==> config.mk <==
export PLATFORM = sky130hd
export DESIGN_NAME = irq_ctl
export DESIGN_NICKNAME = d
export VERILOG_FILES = /design/src/rtl/irq_ctl_pkg.sv /design/src/rtl/irq_ctl_src.sv /design/src/rtl/irq_ctl.sv
export SDC_FILE = /design/constraint.sdc
export NUM_CORES = 1
export LEC_CHECK = 0
export CORE_ASPECT_RATIO = 0.8
export CORE_MARGIN = 2
export CORE_UTILIZATION = 57
export DETAILED_ROUTE_END_ITERATION = 8
export PLACE_DENSITY = 0.92
export SLEW_MARGIN = 10
export SYNTH_ARGS = -nofsm -noshare
export SYNTH_HDL_FRONTEND = slang
export SYNTH_SLANG_ARGS = --single-unit
==> constraint.sdc <==
create_clock -name clk -period 4.4 [get_ports clk]
set_clock_uncertainty 0.1 [all_clocks]
set_input_delay 0.88 -clock clk [delete_from_list [all_inputs] [get_ports clk]]
set_output_delay 0.88 -clock clk [all_outputs]
set_load 0.1 [all_outputs]
==> src/rtl/irq_ctl_pkg.sv <==
// Shared constants for the irq_ctl interrupt controller.
// Register offsets, the VECTOR idle code and register reset values.
package irq_ctl_pkg;

  localparam logic [2:0] OFF_PEND   = 3'd0;
  localparam logic [2:0] OFF_ENABLE = 3'd1;
  localparam logic [2:0] OFF_CLEAR  = 3'd2;
  localparam logic [2:0] OFF_EDGE   = 3'd3;
  localparam logic [2:0] OFF_POL    = 3'd4;
  localparam logic [2:0] OFF_VECTOR = 3'd5;
  localparam logic [2:0] OFF_SET    = 3'd6;
  localparam logic [2:0] OFF_RSVD   = 3'd7;

  localparam logic [7:0] VECTOR_NONE = 8'h80;

  localparam logic [7:0] ENABLE_RST = 8'h00;
  localparam logic [7:0] EDGE_RST   = 8'h00;
  localparam logic [7:0] POL_RST    = 8'h00;

endpackage

==> src/rtl/irq_ctl_src.sv <==
// One interrupt source: synchronizer, edge/level detect, pending bit.
// A set (event or SET write) beats a same-cycle clear.
module irq_src (
  input  logic clk,
  input  logic reset_n,
  input  logic src,
  input  logic pol,
  input  logic edge_en,
  input  logic setw,
  input  logic clrw,
  output logic pend
);

  logic s1_q, s1_d;
  logic s2_q, s2_d;
  logic prev_q, prev_d;
  logic pend_q, pend_d;
  logic act, evt;

  // Current pol on both sides, so a pol flip alone is not an edge.
  assign act = s2_q ^ pol;
  assign evt = act & ~(prev_q ^ pol);

  always_comb begin
    s1_d   = src;
    s2_d   = s1_q;
    prev_d = s2_q;
    if (edge_en)
      pend_d = evt | setw | (pend_q & ~clrw);
    else
      pend_d = act;
  end

  always_ff @(posedge clk) begin
    if (!reset_n) begin
      s1_q   <= 1'b0;
      s2_q   <= 1'b0;
      prev_q <= 1'b0;
      pend_q <= 1'b0;
    end else begin
      s1_q   <= s1_d;
      s2_q   <= s2_d;
      prev_q <= prev_d;
      pend_q <= pend_d;
    end
  end

  assign pend = pend_q;

endmodule

==> src/rtl/irq_ctl.sv <==
// Memory-mapped interrupt controller on the 65C02 synchronous bus.
// Registered read data, per-source pending bits and a registered irq.
module irq_ctl #(
  parameter logic [15:0] BASE = 16'hFE00,
  parameter int          NSRC = 8
) (
  input  logic            clk,
  input  logic            reset_n,
  input  logic [15:0]     AB,
  input  logic            WE,
  input  logic [7:0]      DO,
  output logic [7:0]      rdata,
  output logic            rsel,
  input  logic [NSRC-1:0] src,
  output logic            irq
);

  import irq_ctl_pkg::*;

  logic            hit, rd, wr;
  logic [2:0]      off;
  logic [NSRC-1:0] enable_q, enable_d;
  logic [NSRC-1:0] edge_q, edge_d;
  logic [NSRC-1:0] pol_q, pol_d;
  logic [NSRC-1:0] pend, pe, setw, clrw;
  logic [7:0]      rdata_q, rdata_d;
  logic            rsel_q, rsel_d;
  logic            irq_q, irq_d;
  logic [7:0]      pend8, en8, edge8, pol8, vec, rval;

  assign hit = AB[15:3] == BASE[15:3];
  assign off = AB[2:0];
  assign wr  = hit & WE;
  assign rd  = hit & ~WE;
  assign pe  = pend & enable_q;

  for (genvar i = 0; i < NSRC; i++) begin : g_src
    irq_src u_src (
      .clk     (clk),
      .reset_n (reset_n),
      .src     (src[i]),
      .pol     (pol_q[i]),
      .edge_en (edge_q[i]),
      .setw    (setw[i]),
      .clrw    (clrw[i]),
      .pend    (pend[i])
    );
  end

  always_comb begin
    enable_d = enable_q;
    edge_d   = edge_q;
    pol_d    = pol_q;
    setw     = '0;
    clrw     = '0;
    if (wr) begin
      unique case (off)
        OFF_ENABLE: enable_d = DO[NSRC-1:0];
        OFF_EDGE:   edge_d   = DO[NSRC-1:0];
        OFF_POL:    pol_d    = DO[NSRC-1:0];
        OFF_CLEAR:  clrw     = DO[NSRC-1:0];
        OFF_SET:    setw     = DO[NSRC-1:0];
        default: ;
      endcase
    end
  end

  always_comb begin
    pend8 = '0;
    en8   = '0;
    edge8 = '0;
    pol8  = '0;
    pend8[NSRC-1:0] = pend;
    en8[NSRC-1:0]   = enable_q;
    edge8[NSRC-1:0] = edge_q;
    pol8[NSRC-1:0]  = pol_q;
  end

  // Walk high to low so the lowest pending source wins.
  always_comb begin
    vec = VECTOR_NONE;
    for (int i = NSRC - 1; i >= 0; i--)
      if (pe[i]) vec = {5'd0, i[2:0]};
  end

  always_comb begin
    rval = 8'h00;
    unique case (off)
      OFF_PEND:   rval = pend8;
      OFF_ENABLE: rval = en8;
      OFF_CLEAR:  rval = pend8;
      OFF_EDGE:   rval = edge8;
      OFF_POL:    rval = pol8;
      OFF_VECTOR: rval = vec;
      OFF_SET:    rval = 8'h00;
      OFF_RSVD:   rval = 8'h00;
    endcase
    rdata_d = rd ? rval : 8'h00;
    rsel_d  = rd;
    irq_d   = |pe;
  end

  always_ff @(posedge clk) begin
    if (!reset_n) begin
      enable_q <= ENABLE_RST[NSRC-1:0];
      edge_q   <= EDGE_RST[NSRC-1:0];
      pol_q    <= POL_RST[NSRC-1:0];
      rdata_q  <= 8'h00;
      rsel_q   <= 1'b0;
      irq_q    <= 1'b0;
    end else begin
      enable_q <= enable_d;
      edge_q   <= edge_d;
      pol_q    <= pol_d;
      rdata_q  <= rdata_d;
      rsel_q   <= rsel_d;
      irq_q    <= irq_d;
    end
  end

  assign rdata = rdata_q;
  assign rsel  = rsel_q;
  assign irq   = irq_q;

endmodule

# Word-level counts from Yosys, hierarchy flattened
# Cells that the tools add are included.
# word_totals
out_inout_bits	10
input_bits	35
regBits	66
elab_cells	143
# classes
eq_ne	8
mux	21
reduce_logical	8
bitwise_logic	68
# op_table
operator	count
$mux 8	12
$pmux 8 s6	1
$and 1x1->1	18
$not 1->1	17
$or 1x1->1	16
$xor 1x1->1	16
$eq 13x13->1 const B	1
$eq 3x3->1 const B	4
$and 8x8->8	1
$mux 1	8
$reduce_and 2->1	4
$reduce_or 8->1	1
$eq 3x2->1 const B	2
$reduce_or 2->1	2
$eq 3x1->1 const B	1
$logic_not 3->1	1

# Longest topological paths before layout
# logic_depth
depth_word	10
mapped_depth	6
depth_no_buf	5

# Modules after synthesis
# From an unflattened synthesis, not the netlist that was laid out.
# unflattened
cells_unflattened	326
area_unflattened_um2	3016.6
# modules_own_cells
module	seq_area_each_um2	n_inst	cells_each	area_per_inst_um2
irq_ctl	680.7	1	198	1735.4
irq_src	80.1	8	16	160.2

# Worst setup path before layout
# OpenSTA, ideal clock, no wires.
# synth_path
path_kind	in2reg
start	input AB[4]
end	register pol_q[0], in the netlist pol8[0]
setup_ps	116
path_stages	6
arrival_time_ps	2477
setup_slack_ps	1707
cell_sequence	or4_4 nor4_4 and3b_1 buf_6 mux2i_1 nor2b_1
# synth_via
elab_chain_cells	3
# synth_rtl
element	line	source
from (decl)	irq_ctl.sv:9	input logic [15:0] AB,
$eq 13x13->1	irq_ctl.sv:31	assign hit = AB[15:3] == BASE[15:3];
$and 1x1->1	irq_ctl.sv:33	assign wr = hit & WE;
$reduce_and 2->1 (no line)	n/a	
to (signal assigned)	irq_ctl.sv:107	pol_q <= POL_RST[NSRC-1:0];
to (signal assigned)	irq_ctl.sv:114	pol_q <= pol_d;
to (decl)	irq_ctl.sv:24	logic [NSRC-1:0] pol_q, pol_d;
# No other way between the ends.
# A chain may end at the register's enable or synchronous reset.

# Worst setup path in the final report
# layout_path
start	input AB[4]
end	register pol_q[2], in the netlist pol8[2]
# Same word-level chain as after synthesis.

==> flow_metrics.env <==
export IMPL_yosys_top_cells_count="66 x dfxtp_1, 31 x nor2b_1, 27 x nor2_1, 25 x and2_1, 24 x mux2i_1"
export IMPL_synth_enable_flop_cells=0
export IMPL_end_kind="flip-flop"
export IMPL_cp_top_family="simple AND/OR/NAND/NOR gates"
export IMPL_yosysSeqAreaShare_pct=45.6
export IMPL_worstPathRequired_ns=4.54
export IMPL_synthArstFlopShare_pct=0
export IMPL_holdBufCountCts=0
export IMPL_clock_fmax_mhz=329
export IMPL_dpl_hpwl_um=4460
export IMPL_ant_nets=0
export IMPL_fillerInstances=376
export IMPL_root_buffer="clkbuf_8"
export IMPL_grt_pass1_vias=2400
export IMPL_cts_buffers=9
export IMPL_insertedDiodeCount=0
export IMPL_vias=2480
export IMPL_critPathLaunch="AB[4]"
export IMPL_drc_errors=0
export IMPL_finish_utilization_pct=72.1
export IMPL_syn2layout_area_growth_pct=23.2
export IMPL_min_path_cells=1
export IMPL_regArea_sq_um=1320
export IMPL_initial_utilization_pct=58.5
export IMPL_grt_pass1_wl_um=11100
export IMPL_syn_num_nets=352
export IMPL_row_count=23
export IMPL_path_buf_inv=2
export IMPL_clk_latency_ns=0.34
export IMPL_slew_headroom_pct=31.7
export IMPL_synthTopCellsByArea="dfxtp_1 46%, mux2i_1 8.3%, nor2b_1 6.7%, and2_1 5.4%, nor2_1 3.5%"
export IMPL_cts_resized=0
export IMPL_core_area_sq_um=4950
export IMPL_path_cells="clkdlybuf4s50_1 > or4_4 > nor4_4 > buf_4 > and3b_1 > mux2i_1 > nor2b_1"
export IMPL_ys_ff_latch=66
export IMPL_synth_top_cell_area_share_pct=45.6
export IMPL_p_per_area_nw_per_um2=333
export IMPL_cts_num_sinks=66
export IMPL_portBuffers=44
export IMPL_synth_top_area_cell="dfxtp_1"
export IMPL_hold_class="reg2reg"
export IMPL_period_needed_ns=3.04
export IMPL_r2r_end="rdata[1]"
export IMPL_worst_path_stages=7
export IMPL_drv_cap=0
export IMPL_critical_path_class="in2reg"
export IMPL_drtPass1Iterations=4
export IMPL_syn_area_per_cell_sq_um=9.13
export IMPL_multiInputGateArea_sq_um=1480
export IMPL_fin_area_sq_um=3570
export IMPL_fin_crit_sh_pct=69.1
export IMPL_synth_distinct_cells=40
export IMPL_worstMarginPinSlew_ns=1.02
export IMPL_crit_fanout=10
export IMPL_yosysMostFrequentCell="dfxtp_1"
export IMPL_ys_warn_count=0
export IMPL_grt_ovfl_total=0
export IMPL_routed_wl_um=6700
export IMPL_grt_usage_pct=25.5
export IMPL_cp_start_kind="primary input"
export IMPL_synth_main_ff_cell="dfxtp_1"
export IMPL_fin_setup_tns_ns=0
export IMPL_drtIter0Drc=268
export IMPL_dp_cells=413
export IMPL_die_area_sq_um=5670
export IMPL_min_from="g_src[7].u_src.s1_q"
export IMPL_drt_wirelength_per_cell_um=15.7
export IMPL_postCtsSetupBuffers=0
export IMPL_syn_inst=317
export IMPL_cp_slowest_cell="or4_4"
export IMPL_io_pins=45
export IMPL_clk_pin_slew_worst_paths_ns=0.06
export IMPL_die_x_um=83.7
export IMPL_finalSetupViolations=0
export IMPL_hold_slack_ns=0.332
export IMPL_antenna_found_initial=0
export IMPL_gp_congestion=0.873
export IMPL_leakagePower_nw=1.40
export IMPL_ir_drop_uv=244
export IMPL_status="completed"
export IMPL_htreeDepth=3
export IMPL_stdcell_count=428
export IMPL_cts_tree="yes"
export IMPL_cpPeakStageDelay_ns=0.57
export IMPL_ctsLongestPathBuffers=2
export IMPL_ff2ff_path_depth=5
export IMPL_placed_cell_area_sq_um=3380
export IMPL_drive_gt1_share_pct=6.56
export IMPL_syn_area_sq_um=2900
export IMPL_drv_slew=0
export IMPL_r2r_start="g_src[7].u_src.pend"
export IMPL_worstSetupEndpoint="pol8[2]"
export IMPL_rsz0062_at_grt="no"
export IMPL_final_nets=397
export IMPL_critPathArrivalTime_ns=3.18
export IMPL_dieHeight_um=67.7
export IMPL_hold_viol=0
export IMPL_grt_max_degree=59
export IMPL_reg2reg_setup_slack_ns=2.77
export IMPL_viasPerCell=5.79
sequential cells by signal (all words and copies together) (netlist names), 8 cells and up:
name,cells
g_src.u_src.prev_q,8
en8,8
edge8,8
rdata,8
g_src.u_src.prev_d,8
g_src.u_src.s1_q,8
pol8,8
g_src.u_src.pend,8
per-layer routing:
metal | routed length (um) | GRT usage [%] | vias up
li1 | - | - | 1203
met1 | 2870 | 30.1 | 1168
met2 | 3190 | 43.2 | 98
met3 | 529 | 9.78 | 11
met4 | 111 | 9.27 | 0
met5 | 0 | 0 | -
per-stage QoR:
stage	setup slack (ns)	power [mW]
after floorplan	1.71	0.665
after CTS	1.36	1.19
final	1.36	1.19
after global placement	1.06	0.709
after global routing	1.29	1.23
after detailed placement	1.01	0.712
power by group:
part	internal [mW]	switching, mW	leakage, nW	total, mW
Sequential	0.608	0.00726	0.536	0.615
Clock	0.272	0.215	0.0962	0.487
Combinational	0.0472	0.0372	0.765	0.0844
Total	0.928	0.259	1.40	1.19
worst register-to-register path, cell delays in order (launching register included):
cell      delay (ns)
dfxtp_1         0.37
a22o_1          0.25
a222oi_1        0.33
nor3b_1         0.11
a211oi_1        0.25
nor3_1          0.09
layout make-up:
class / count / share of cell area [%]
sequential: 66 / 37.0
timing repair buffer: 48 / 13.2
tap: 62 / 2.17
clock inverter: 3 / 1.12
inverter: 10 / 1.05
multi-input combinational: 227 / 41.4
clock buffer: 12 / 4.07
cell families after synthesis:
group | after synthesis | synth area share, %
AO/OA/AOI/OAI | 49 | 12.0
buffers and inverters | 24 | 3.37
flip-flops | 66 | 45.6
AND/OR/NAND/NOR | 146 | 28.3
multiplexers | 24 | 8.30
XOR/XNOR | 8 | 2.42
cells in the final DEF, fill, tap and decap left out, types with 3 or more instances in the layout:
cell              n
inv_1            10
and2_1           25
a2111oi_0         6
clkdlybuf4s50_1  44
o21ai_0          10
nand3_1          11
nor2_1           27
or3b_2            3
a311oi_1          7
nor3_1            9
clkbuf_8         10
dfxtp_1          66
a21oi_1           6
nor2b_1          31
buf_4             4
mux2i_1          24
xor2_1            8
a31oi_1           9
nand3b_1          4
nand2_1          23
how the worst min path moves through the flow:
| stage | endpoint | slack (ns) |
|---|---|---|
| after floorplan | g_src[0].u_src.prev_d | 0.31 |
| after global placement | g_src[0].u_src.prev_d | 0.31 |
| after detailed placement | g_src[6].u_src.prev_d | 0.32 |
| after CTS | g_src[3].u_src.prev_d | 0.34 |
| after global routing | g_src[4].u_src.prev_d | 0.35 |
| final | g_src[7].u_src.prev_d | 0.33 |
(Power assumes the default switching activity.)
==> RTL change, RTL diff (same settings) <==
`POL_RST`: 8'h00 -> 8'h01.
--- a/src/rtl/irq_ctl_pkg.sv
+++ b/src/rtl/irq_ctl_pkg.sv
@@ -15,7 +15,7 @@
 
   localparam logic [7:0] ENABLE_RST = 8'h00;
   localparam logic [7:0] EDGE_RST   = 8'h00;
-  localparam logic [7:0] POL_RST    = 8'h00;
+  localparam logic [7:0] POL_RST    = 8'h01;
 
 endpackage
 
Behaviour: not the same (a bounded check fails within 4 cycles, from zero or initial values and one cycle with reset_n low).
==> RTL change against the original RTL <==
Wire length grew 3.1%. Worst setup slack lost 0.13 ns. Sequential power is essentially flat. Maximum frequency is 4.0% lower. Die area shrank 1.6%. Sequential cell count unchanged. Synthesized cell count grew 2.8%. Critical path type unchanged. Register-to-register slack barely moved. Utilization is 2.9 points higher. Sequential share of layout area rose by 0.42 points. Power up 6.4%. Design area down 1.1%. Synthesized area decreased by 1.7%.
==> RTL change: results (changes against the original RTL) <==
Outcome
  • Status: finished clean

Placed design
  • DPL Wire Length: 4590 um (+2.9%)
  • Number of I/O port buffers: 44 (unchanged)
  • RePlAce Congestion: 0.851 (-2.6%)
  • Pre-CTS WS: 0.909 ns (-0.0969 ns)
  • Placed cell area: 3310 sq um (-2.2%)

STA
  • Rel. slew slack: 34.8% (+3.1 points)

Drt
  • 1st-iter DRT viols: 268 (unchanged)
  • Total wire length: 6910 um (+3.1%)
  • Pre-antenna DRT Iters: 5 (+1)
  • Routed vias/inst: 5.99 (+3.4%)

Synth
  • Most frequent cells after synthesis: 66 x dfxtp_1, 31 x nand2_1, 28 x nor2_1, 27 x nand3_1, 25 x and2_1
  • Seq/Total Area, Yosys: 46.4% (+0.78 points)
  • Net Count, Synth: 361 (+2.6%)
  • Async set-reset flop share out of synthesis: 0% (unchanged)
  • Synth area leaders: dfxtp_1 46%, and2_1 5.5%, nand3_1 4.7%
  • Yosys cell types: 42 (+5.0%)
  • Ys Warns: 0 (unchanged)

Worst setup path
  • Worst path arrival time: 3.31 ns (+0.13 ns)
  • Reg2Reg Depth: 5 (unchanged)
  • Launching point of the worst reg2reg path: g_src[7].u_src.pend
  • Crit-path max FO: 21 (+11)
  • CP Launch Point: AB[0]

Global routing
  • Initial antenna violation count: 0 (unchanged)
  • Grt ovf: 0 (unchanged)
  • Largest net degree at the start of global routing: 67 (+14%)
  • Total Routing Usage GR: 26.1% (+0.60 points)
  • Number of global-route vias before repair: 2478 (+3.3%)
  • First-pass GRT wire length: 11300 um (+1.9%)

CTS
  • Worst-case clock buffer depth: 2 (unchanged)
  • Number of setup buffers added after CTS: 0 (unchanged)
  • Htree depth: 3 (unchanged)
  • PostCTS Resize Cnt: 0 (unchanged)
  • TritonCTS Buffers: 9 (unchanged)
  • Clock root buffer: clkbuf_8
  • Skew-Pair Late Insertion Delay: between 0.3 and 0.4 ns
  • Worst-path clk slew: 0.07 ns

Hold path
  • Hold path cells: 1 (unchanged)
  • Worst Hold Class: reg2reg
  • Worst hold start: g_src[1].u_src.s1_q

Cells and area
  • Final net count: 403 (+1.5%)
  • Share of cells above drive strength 1: 7.26% (+0.70 points)
  • Number of inserted diodes: 0 (unchanged)

Power
  • Peak VDD IR: 308 uV (+26%)
  • Leakage: 1.37 nW (-1.7%)
## RTL change: changes by cell type after synthesis, moves of 2 or more
| cell | unedited run | this run |
|---|---|---|
| buf_1 | 1 | 4 |
| buf_2 | 0 | 2 |
| clkbuf_1 | 12 | 9 |
| mux2i_1 | 24 | 8 |
| nand2_1 | 23 | 31 |
| nand3_1 | 11 | 27 |
| nor2b_1 | 31 | 14 |
| o21ai_0 | 10 | 18 |
| o21ai_1 | 0 | 8 |
## RTL change: power by group
group	switching, mW	leakage, nW	total, mW	internal, mW
sequential	0.00788	0.537	0.617	0.609
combinational	0.0405	0.727	0.0859	0.0455
clock	0.214	0.110	0.561	0.347
total	0.262	1.37	1.26	1.00
## RTL change: worst max-delay path, cell delays in order
cell and delay, ns:
clkdlybuf4s50_1 0.40, buf_4 0.21, or4b_1 0.59, nor4_4 0.50, nand3b_2 0.38, mux2i_1 0.28, nor2b_1 0.07
## RTL change: worst paths after layout
check,end,slack (ns)
worst max-delay path,pol8[5],1.23
worst min-delay path,g_src[1].u_src.prev_d,0.33
worst max register to register,rdata[1],2.76
worst min register to register,g_src[1].u_src.prev_d,0.33
## RTL change: cell families (layout without fill, tap and decap cells)
family / after synthesis / after routing / share of synthesized area (%)
simple gates: 152 / 152 / 29.4
flops: 66 / 66 / 46.4
compound gates: 65 / 65 / 15.0
buf+inv: 27 / 73 / 3.91
xor+xnor: 8 / 8 / 2.46
mux: 8 / 8 / 2.81
## RTL change: per-layer routing
layer / part of all wire [%] / vias to the layer above / track usage, %
li1: - / 1234 / -
met1: 40 / 1195 / 29.6
met2: 48 / 149 / 45.8
met3: 10 / 11 / 10.6
met4: 1.7 / 0 / 8.61
met5: 0 / - / 0
## RTL change: final cells by class
cell class              instances  area, sq um
clock buffers                  13          159
fillers                       346         1180
multi-input cells             233         1410
inverters                      11         41.3
flip-flops and latches         66         1320
well taps                      60         75.1
repair buffers                 47          458
clock inverters                 2         60.1
## RTL change: per-stage QoR
step,total power [mW],cells,utilization [%]
6_report,1.26,432,75.0
4_1_cts,1.27,432,75.0
3_5_place_dp,0.714,417,70.3
5_1_grt,1.31,432,75.0
3_3_place_gp,0.710,417,70.3
2_1_floorplan,0.669,326,-
